$ cat src/rtl/ysyx_rob_pkg.sv
// ysyx_rob_pkg: shared types and helpers for the reorder buffer.
//   rob_state_t : per-entry lifecycle (FREE -> EX on dispatch -> WB on result)
//   TAG_NONE    : tag value meaning "no producer"
//   tag2idx     : ROB tag (index+1) back to entry index
package ysyx_rob_pkg;

  typedef enum logic [1:0] {
    FREE = 2'd0,
    EX   = 2'd1,
    WB   = 2'd2
  } rob_state_t;

  localparam int TAG_NONE = 0;

  function automatic int tag2idx(input int tag);
    return tag - 1;
  endfunction

endpackage

$ cat src/rtl/ysyx_rob_wbsel.sv
// ysyx_rob_wbsel: finds the lowest-index writeback port carrying a given tag.
//   tag_i    in  tag to look for (TAG_NONE never matches)
//   wb_valid in  per-port result strobe
//   wb_tag   in  per-port tag, packed port-major
//   hit      out some valid port carries tag_i
//   port     out index of the lowest matching port (0 when no hit)
module ysyx_rob_wbsel
  import ysyx_rob_pkg::*;
#(
  parameter int WB_PORTS = 2,
  parameter int TAGW     = 4,
  parameter int PW       = (WB_PORTS > 1) ? $clog2(WB_PORTS) : 1
) (
  input  logic [TAGW-1:0]          tag_i,
  input  logic [WB_PORTS-1:0]      wb_valid,
  input  logic [WB_PORTS*TAGW-1:0] wb_tag,
  output logic                     hit,
  output logic [PW-1:0]            port
);

  // Scan from the top so the lowest matching port is the last one written.
  always_comb begin
    hit  = 1'b0;
    port = '0;
    for (int p = WB_PORTS - 1; p >= 0; p--) begin
      if (wb_valid[p] && (tag_i != TAGW'(TAG_NONE)) && (wb_tag[p*TAGW +: TAGW] == tag_i)) begin
        hit  = 1'b1;
        port = PW'(p);
      end
    end
  end

endmodule

$ cat src/rtl/ysyx_rob_mp.sv
// ysyx_rob_mp: reorder buffer with register rename table.
//   clock/reset         : clock, synchronous active-high reset
//   disp_*              : one micro-op per cycle in; disp_tag is the tag it gets
//   rs1/rs2 -> rs*_*    : combinational operand lookup (tag or forwarded value)
//   wb_*                : WB_PORTS result ports, matched by tag
//   cm_*                : in-order retirement under valid/ready
//   flush_valid/pc      : one-cycle flush after a mispredicted commit
//   count               : occupancy
module ysyx_rob_mp
  import ysyx_rob_pkg::*;
#(
  parameter int XLEN     = 32,
  parameter int ROB_SIZE = 8,
  parameter int REG_NUM  = 16,
  parameter int WB_PORTS = 2,
  parameter int TAGW     = $clog2(ROB_SIZE) + 1
) (
  input  logic                     clock,
  input  logic                     reset,
  input  logic                     disp_valid,
  output logic                     disp_ready,
  input  logic [4:0]               disp_rd,
  input  logic [XLEN-1:0]          disp_pc,
  input  logic [XLEN-1:0]          disp_pnpc,
  output logic [TAGW-1:0]          disp_tag,
  input  logic [4:0]               rs1,
  input  logic [4:0]               rs2,
  output logic [TAGW-1:0]          rs1_tag,
  output logic [TAGW-1:0]          rs2_tag,
  output logic                     rs1_fwd,
  output logic                     rs2_fwd,
  output logic [XLEN-1:0]          rs1_val,
  output logic [XLEN-1:0]          rs2_val,
  input  logic [WB_PORTS-1:0]      wb_valid,
  input  logic [WB_PORTS*TAGW-1:0] wb_tag,
  input  logic [WB_PORTS*XLEN-1:0] wb_result,
  input  logic [WB_PORTS*XLEN-1:0] wb_npc,
  input  logic [WB_PORTS-1:0]      wb_ctrl,
  output logic                     cm_valid,
  input  logic                     cm_ready,
  output logic [4:0]               cm_rd,
  output logic [XLEN-1:0]          cm_pc,
  output logic [XLEN-1:0]          cm_result,
  output logic                     flush_valid,
  output logic [XLEN-1:0]          flush_pc,
  output logic [$clog2(ROB_SIZE):0] count
);

  localparam int IW  = $clog2(ROB_SIZE);
  localparam int CW  = IW + 1;
  localparam int RIW = $clog2(REG_NUM);
  localparam int PW  = (WB_PORTS > 1) ? $clog2(WB_PORTS) : 1;

  rob_state_t      st_q   [ROB_SIZE], st_d   [ROB_SIZE];
  logic [4:0]      rd_q   [ROB_SIZE], rd_d   [ROB_SIZE];
  logic [XLEN-1:0] pc_q   [ROB_SIZE], pc_d   [ROB_SIZE];
  logic [XLEN-1:0] pnpc_q [ROB_SIZE], pnpc_d [ROB_SIZE];
  logic [XLEN-1:0] res_q  [ROB_SIZE], res_d  [ROB_SIZE];
  logic [XLEN-1:0] npc_q  [ROB_SIZE], npc_d  [ROB_SIZE];
  logic            ctrl_q [ROB_SIZE], ctrl_d [ROB_SIZE];
  logic [TAGW-1:0] rf_tag_q [REG_NUM], rf_tag_d [REG_NUM];
  logic [REG_NUM-1:0] rf_busy_q, rf_busy_d;
  logic [IW-1:0]   head_q, head_d, tail_q, tail_d;
  logic [CW-1:0]   count_q, count_d;
  logic            flush_q, flush_d;
  logic [XLEN-1:0] flush_pc_q, flush_pc_d;

  logic            disp_fire, cm_fire, mispred;
  logic [TAGW-1:0] head_tag;
  logic [RIW-1:0]  head_ridx, disp_ridx;
  logic [WB_PORTS-1:0] wb_vld_g;

  logic [ROB_SIZE-1:0] ent_hit;
  logic [PW-1:0]       ent_port [ROB_SIZE];
  logic [4:0]          rs_a     [2];
  logic [RIW-1:0]      rs_idx   [2];
  logic [1:0]          byp_hit;
  logic [PW-1:0]       byp_port [2];
  logic [TAGW-1:0]     lk_tag   [2];
  logic [1:0]          lk_fwd;
  logic [XLEN-1:0]     lk_val   [2];

  // Results arriving during the flush cycle belong to squashed work.
  assign wb_vld_g = flush_q ? '0 : wb_valid;

  for (genvar i = 0; i < ROB_SIZE; i++) begin : g_ent_sel
    ysyx_rob_wbsel #(.WB_PORTS(WB_PORTS), .TAGW(TAGW), .PW(PW)) u_sel (
      .tag_i(TAGW'(i + 1)), .wb_valid(wb_vld_g), .wb_tag(wb_tag),
      .hit(ent_hit[i]), .port(ent_port[i])
    );
  end

  assign rs_a[0] = rs1;
  assign rs_a[1] = rs2;

  for (genvar s = 0; s < 2; s++) begin : g_byp_sel
    assign rs_idx[s] = rs_a[s][RIW-1:0];
    ysyx_rob_wbsel #(.WB_PORTS(WB_PORTS), .TAGW(TAGW), .PW(PW)) u_sel (
      .tag_i(rf_tag_q[rs_idx[s]]), .wb_valid(wb_vld_g), .wb_tag(wb_tag),
      .hit(byp_hit[s]), .port(byp_port[s])
    );
  end

  assign disp_ready  = (count_q != CW'(ROB_SIZE)) && !flush_q;
  assign disp_tag    = TAGW'(tail_q) + TAGW'(1);
  assign cm_valid    = (st_q[head_q] == WB) && !flush_q;
  assign cm_rd       = rd_q[head_q];
  assign cm_pc       = pc_q[head_q];
  assign cm_result   = res_q[head_q];
  assign flush_valid = flush_q;
  assign flush_pc    = flush_pc_q;
  assign count       = count_q;

  assign disp_fire = disp_valid && disp_ready;
  assign cm_fire   = cm_valid && cm_ready;
  assign mispred   = cm_fire && ctrl_q[head_q] && (npc_q[head_q] != pnpc_q[head_q]);
  assign head_tag  = TAGW'(head_q) + TAGW'(1);
  assign head_ridx = rd_q[head_q][RIW-1:0];
  assign disp_ridx = disp_rd[RIW-1:0];

  always_comb begin
    st_d       = st_q;
    rd_d       = rd_q;
    pc_d       = pc_q;
    pnpc_d     = pnpc_q;
    res_d      = res_q;
    npc_d      = npc_q;
    ctrl_d     = ctrl_q;
    rf_tag_d   = rf_tag_q;
    rf_busy_d  = rf_busy_q;
    head_d     = head_q;
    tail_d     = tail_q;
    count_d    = count_q + CW'(disp_fire) - CW'(cm_fire);
    flush_d    = 1'b0;
    flush_pc_d = flush_pc_q;

    for (int i = 0; i < ROB_SIZE; i++) begin
      if (st_q[i] == EX && ent_hit[i]) begin
        st_d[i]   = WB;
        res_d[i]  = wb_result[int'(ent_port[i])*XLEN +: XLEN];
        npc_d[i]  = wb_npc[int'(ent_port[i])*XLEN +: XLEN];
        ctrl_d[i] = wb_ctrl[ent_port[i]];
      end
    end

    if (cm_fire) begin
      st_d[head_q] = FREE;
      head_d       = head_q + IW'(1);
      // Only the youngest writer of rd may release it.
      if (rd_q[head_q] != 5'd0 && rf_tag_q[head_ridx] == head_tag)
        rf_busy_d[head_ridx] = 1'b0;
    end

    // Applied after the commit release so a same-cycle rename keeps rd busy.
    if (disp_fire) begin
      st_d[tail_q]   = EX;
      rd_d[tail_q]   = disp_rd;
      pc_d[tail_q]   = disp_pc;
      pnpc_d[tail_q] = disp_pnpc;
      tail_d         = tail_q + IW'(1);
      if (disp_rd != 5'd0) begin
        rf_busy_d[disp_ridx] = 1'b1;
        rf_tag_d[disp_ridx]  = disp_tag;
      end
    end

    if (mispred) begin
      for (int i = 0; i < ROB_SIZE; i++) st_d[i] = FREE;
      rf_busy_d  = '0;
      head_d     = '0;
      tail_d     = '0;
      count_d    = '0;
      flush_d    = 1'b1;
      flush_pc_d = npc_q[head_q];
    end
  end

  always_comb begin
    for (int s = 0; s < 2; s++) begin
      lk_tag[s] = TAGW'(TAG_NONE);
      lk_fwd[s] = 1'b0;
      lk_val[s] = '0;
      if (rs_a[s] != 5'd0 && rf_busy_q[rs_idx[s]]) begin
        if (st_q[IW'(tag2idx(int'(rf_tag_q[rs_idx[s]])))] == WB) begin
          lk_fwd[s] = 1'b1;
          lk_val[s] = res_q[IW'(tag2idx(int'(rf_tag_q[rs_idx[s]])))];
        end else if (byp_hit[s]) begin
          lk_fwd[s] = 1'b1;
          lk_val[s] = wb_result[int'(byp_port[s])*XLEN +: XLEN];
        end else begin
          lk_tag[s] = rf_tag_q[rs_idx[s]];
        end
      end
    end
  end

  assign rs1_tag = lk_tag[0];
  assign rs2_tag = lk_tag[1];
  assign rs1_fwd = lk_fwd[0];
  assign rs2_fwd = lk_fwd[1];
  assign rs1_val = lk_val[0];
  assign rs2_val = lk_val[1];

  always_ff @(posedge clock) begin
    if (reset) begin
      head_q     <= '0;
      tail_q     <= '0;
      count_q    <= '0;
      flush_q    <= 1'b0;
      flush_pc_q <= '0;
      rf_busy_q  <= '0;
      for (int i = 0; i < ROB_SIZE; i++) st_q[i] <= FREE;
      for (int r = 0; r < REG_NUM; r++) rf_tag_q[r] <= '0;
    end else begin
      head_q     <= head_d;
      tail_q     <= tail_d;
      count_q    <= count_d;
      flush_q    <= flush_d;
      flush_pc_q <= flush_pc_d;
      rf_busy_q  <= rf_busy_d;
      for (int i = 0; i < ROB_SIZE; i++) st_q[i] <= st_d[i];
      for (int r = 0; r < REG_NUM; r++) rf_tag_q[r] <= rf_tag_d[r];
    end
  end

  // Payload is only meaningful while the entry is not FREE, so no reset.
  always_ff @(posedge clock) begin
    for (int i = 0; i < ROB_SIZE; i++) begin
      rd_q[i]   <= rd_d[i];
      pc_q[i]   <= pc_d[i];
      pnpc_q[i] <= pnpc_d[i];
      res_q[i]  <= res_d[i];
      npc_q[i]  <= npc_d[i];
      ctrl_q[i] <= ctrl_d[i];
    end
  end

endmodule

$ cat config.mk
export PLATFORM = sky130hd
export DESIGN_NAME = ysyx_rob_mp
export DESIGN_NICKNAME = d
export VERILOG_FILES = /design/src/rtl/ysyx_rob_pkg.sv /design/src/rtl/ysyx_rob_wbsel.sv /design/src/rtl/ysyx_rob_mp.sv
export SDC_FILE = /design/constraint.sdc
export NUM_CORES = 2
export LEC_CHECK = 0
export ABC_AREA = 0
export BUFFER_PORTS_ARGS = -buffer_cell sky130_fd_sc_hd__buf_2
export CAP_MARGIN = 20
export CORE_UTILIZATION = 30
export CTS_BUF_LIST = sky130_fd_sc_hd__clkbuf_4
export DETAILED_ROUTE_END_ITERATION = 10
export SETUP_SLACK_MARGIN = 0.15
export SYNTH_ARGS = -nofsm -noshare
export SYNTH_HDL_FRONTEND = slang
export SYNTH_HIERARCHICAL = 1
export SYNTH_SLANG_ARGS = --single-unit
$ cat constraint.sdc
create_clock -name clock -period 12.24 [get_ports clock]
set_clock_uncertainty 0.1 [all_clocks]
set_input_delay 1.836 -clock clock [delete_from_list [all_inputs] [get_ports clock]]
set_output_delay 1.836 -clock clock [all_outputs]
set_load 0.01 [all_outputs]
==> key figures <==
Clock tree
  • Clock sink count: 1211
  • PostCTS Resize Cnt: 0
  • Clock Latency Late Sink: 1.31 ns
  • Clock transition at path regs: 0.06 ns
  • Hold buffer count at CTS: 0
  • Max clock buf depth: 4
  • CTS buffer count: 346
  • Postcts setup bufs: 0
  • H-tree levels: 5
  • CTS tree: built
  • CTS root buf: clkbuf_4

Setup path
  • CP Launch Type: primary input
  • CP Max Fanout: 66
  • CP required: 10.30 ns
  • Arrival @ worst endpoint: 6.74 ns
  • Crit. End Element: output pin
  • Worst Reg-to-Reg Cells: 13
  • Critical path class: primary input to output pin

Power
  • Leak: 23.4 nW
  • Sw power: 2.43 mW
  • Internal power: 6.99 mW
  • Pwr dens: 131 nW/um^2
  • Combinational share of power: 10.9%
  • Register share of total power: 49.5%
  • Clock share of power: 39.5%
  • Switching Share: 25.8%
  • Tot Pwr: 9.42 mW
  • Worst VDD drop: 0.0859 mV

Logic synthesis
  • Avg Cell Area, Syn: 14.1 um^2
  • FF+latch count, synth: 1211
  • Most common cell in the netlist: edfxtp_1
  • Area share of the largest cell type after synthesis: 51.6%
  • Post-synth top area cell: edfxtp_1
  • Total number of yosys warnings: 6
  • Ys flop type: edfxtp_1
  • Main area contributors after synthesis: edfxtp_1, mux2_2, mux4_2, mux2i_1, dfxtp_1
  • Unique masters post-synth: 82
  • Syn Inst Count: 4423
  • Async set-reset flop share out of synthesis: 0%
  • Register area share after synthesis: 56.0%
  • Post-synth EDFFs: 1072
  • Synth cell count leaders: edfxtp_1, mux2_2, a21oi_1, mux2i_1, nor2_1
  • Mapped Area: 62400 um^2

Floorplan
  • Die Y: 458 um
  • # IOs: 409
  • Die Wd: 458 um
  • Die Area: 210000 um^2
  • Initial Utilization: 30.2%
  • FP Rows: 167
  • Core area: 207000 um^2

Timing
  • Fin. Hold Viols: 0
  • Slew @ Worst Pin: 1.18 ns
  • Fmax: 115 MHz
  • Final setup TNS: 0 ns
  • WHS: 0.382 ns
  • Final setup viols: 0
  • Period utilization: 70.9%
  • Final min period: 8.68 ns
  • Rel. slew slack: 21.3%
  • Final Slew Violations: 0
  • RSZ-0062 raised after global routing: no

Route
  • Routed wire length per instance: 27.6 um
  • DR vias/cell: 5.41
  • Iter 0 DRT Violations: 3990
  • Post-detailed-route count of antenna-violating nets: 0
  • WL final: 221 mm
  • First-pass DRT Iterations: 6
  • # DRC: 0
  • Total vias in the final route: 43400

Final layout
  • Finished Layout Cells: 8006
  • Final net count: 5273
  • Synth-to-Final Area Change: 15.5%
  • Finished Core Util: 34.8%
  • Layout cells sized above 1: 39.4%

Min path
  • Worst min path class: register to register
  • Hold path cells: 2

GRT
  • Antenna violations before repair: 76
  • First-pass GRT wire length: 311 mm
  • Largest net degree at the start of global routing: 118
  • GR Overflow Total: 0
  • Number of global-route vias before repair: 43300
  • GRT Util Overall: 20.5%

Placement
  • Detail Placement HPWL: 132 mm
  • Port buffer count: 408
  • Dpl cells: 7392
  • Final Wtd Congestion: 0.863

Outcome
  • Status: finished clean

Job
  • Max_cap viols: 0
-- registers in the layout, indices dropped and copies added (netlist names), 32 cells and up --
signal,flops
npc_q,256
rd_q,40
flush_pc,32
pc_q,256
res_q,256
pnpc_q,256
rf_tag_q,64
-- worst max-delay path, cell delays in order --
cell and delay, ns:
buf_2 0.59, mux4_2 0.58, nor2b_1 0.14, a211oi_1 0.38
a31oi_4 0.04, buf_4 0.29, inv_1 0.19, ha_4 0.16
xnor2_2 0.10, buf_4 0.67, mux4_2 0.40, buf_4 0.55
a21oi_1 0.11, a211oi_1 0.30, buf_2 0.19
-- per-layer routing --
metal | routed length (um) | vias up | global-route usage (%)
met2 | 105000 | 2063 | 33.3
li1 | - | 18700 | -
met4 | 14200 | 40 | 13.4
met5 | 242 | - | 0
met1 | 85900 | 21900 | 24.5
met3 | 15200 | 657 | 4.25
-- through the flow --
stage	setup WS [ns]	instance area (um^2)
after floorplan	2.41	62900
after global placement	3.52	67700
after detailed placement	3.49	67700
after CTS	3.50	71900
after global routing	3.23	72100
final	3.56	72100
-- cell type report --
type	instances	area, um^2
fillers	20300	135000
flip-flops and latches	1211	35000
multi-input cells	2948	26400
clock buffers	512	3840
well taps	2704	3380
repair buffers	496	2810
clock inverters	62	353
inverters	37	153
diodes	36	90.1
-- path summary, 6_finish.rpt --
path                start  slack, ns           end
max                rs2[0]       3.56   rs2_val[14]
max reg2reg     head_q[1]       5.23  rf_busy_q[2]
min          rf_tag_q[27]       0.38  rf_tag_q[27]
min reg2reg  rf_tag_q[27]       0.38  rf_tag_q[27]
-- kinds of logic after synthesis --
family                     share of synthesized area [%]
adders and majority gates                          0.213
AOI/OAI and AO/OA                                   7.97
muxes                                               26.3
buffers and inverters                               2.84
DFF                                                 56.0
other                                             0.0120
and+or+nand+nor                                     4.98
xor gates and xnor gates                            1.63
-- power by group through the flow --
stage | registers, mW | logic (mW) | clock network (mW)
2_1_floorplan | 4.75 | 0.611 | 0
3_3_place_gp | 4.75 | 1.01 | 0
3_5_place_dp | 4.75 | 1.02 | 0
4_1_cts | 4.66 | 1.03 | 3.82
5_1_grt | 4.67 | 1.10 | 4.01
6_report | 4.66 | 1.03 | 3.72
-- cells in the final DEF, fill, tap and decap left out, types with 21 or more instances in the layout --
master / synthesis / layout
clkinv_1: 0 / 43
xor2_1: 21 / 21
a21oi_1: 333 / 333
buf_2: 47 / 407
mux4_2: 234 / 234
mux2_2: 681 / 681
xnor2_1: 95 / 93
nand3_1: 27 / 27
buf_4: 11 / 82
nand2_1: 204 / 203
inv_1: 37 / 32
clkbuf_4: 0 / 512
a211oi_1: 114 / 113
mux2i_1: 332 / 332
edfxtp_1: 1072 / 1072
dfxtp_1: 139 / 136
o21ai_0: 61 / 61
nor2_1: 313 / 303
diode_2: 0 / 36
conb_1: 2 / 128
nor3_1: 28 / 26
o221ai_1: 62 / 62
No activity file was read; power rests on OpenSTA's default activity.
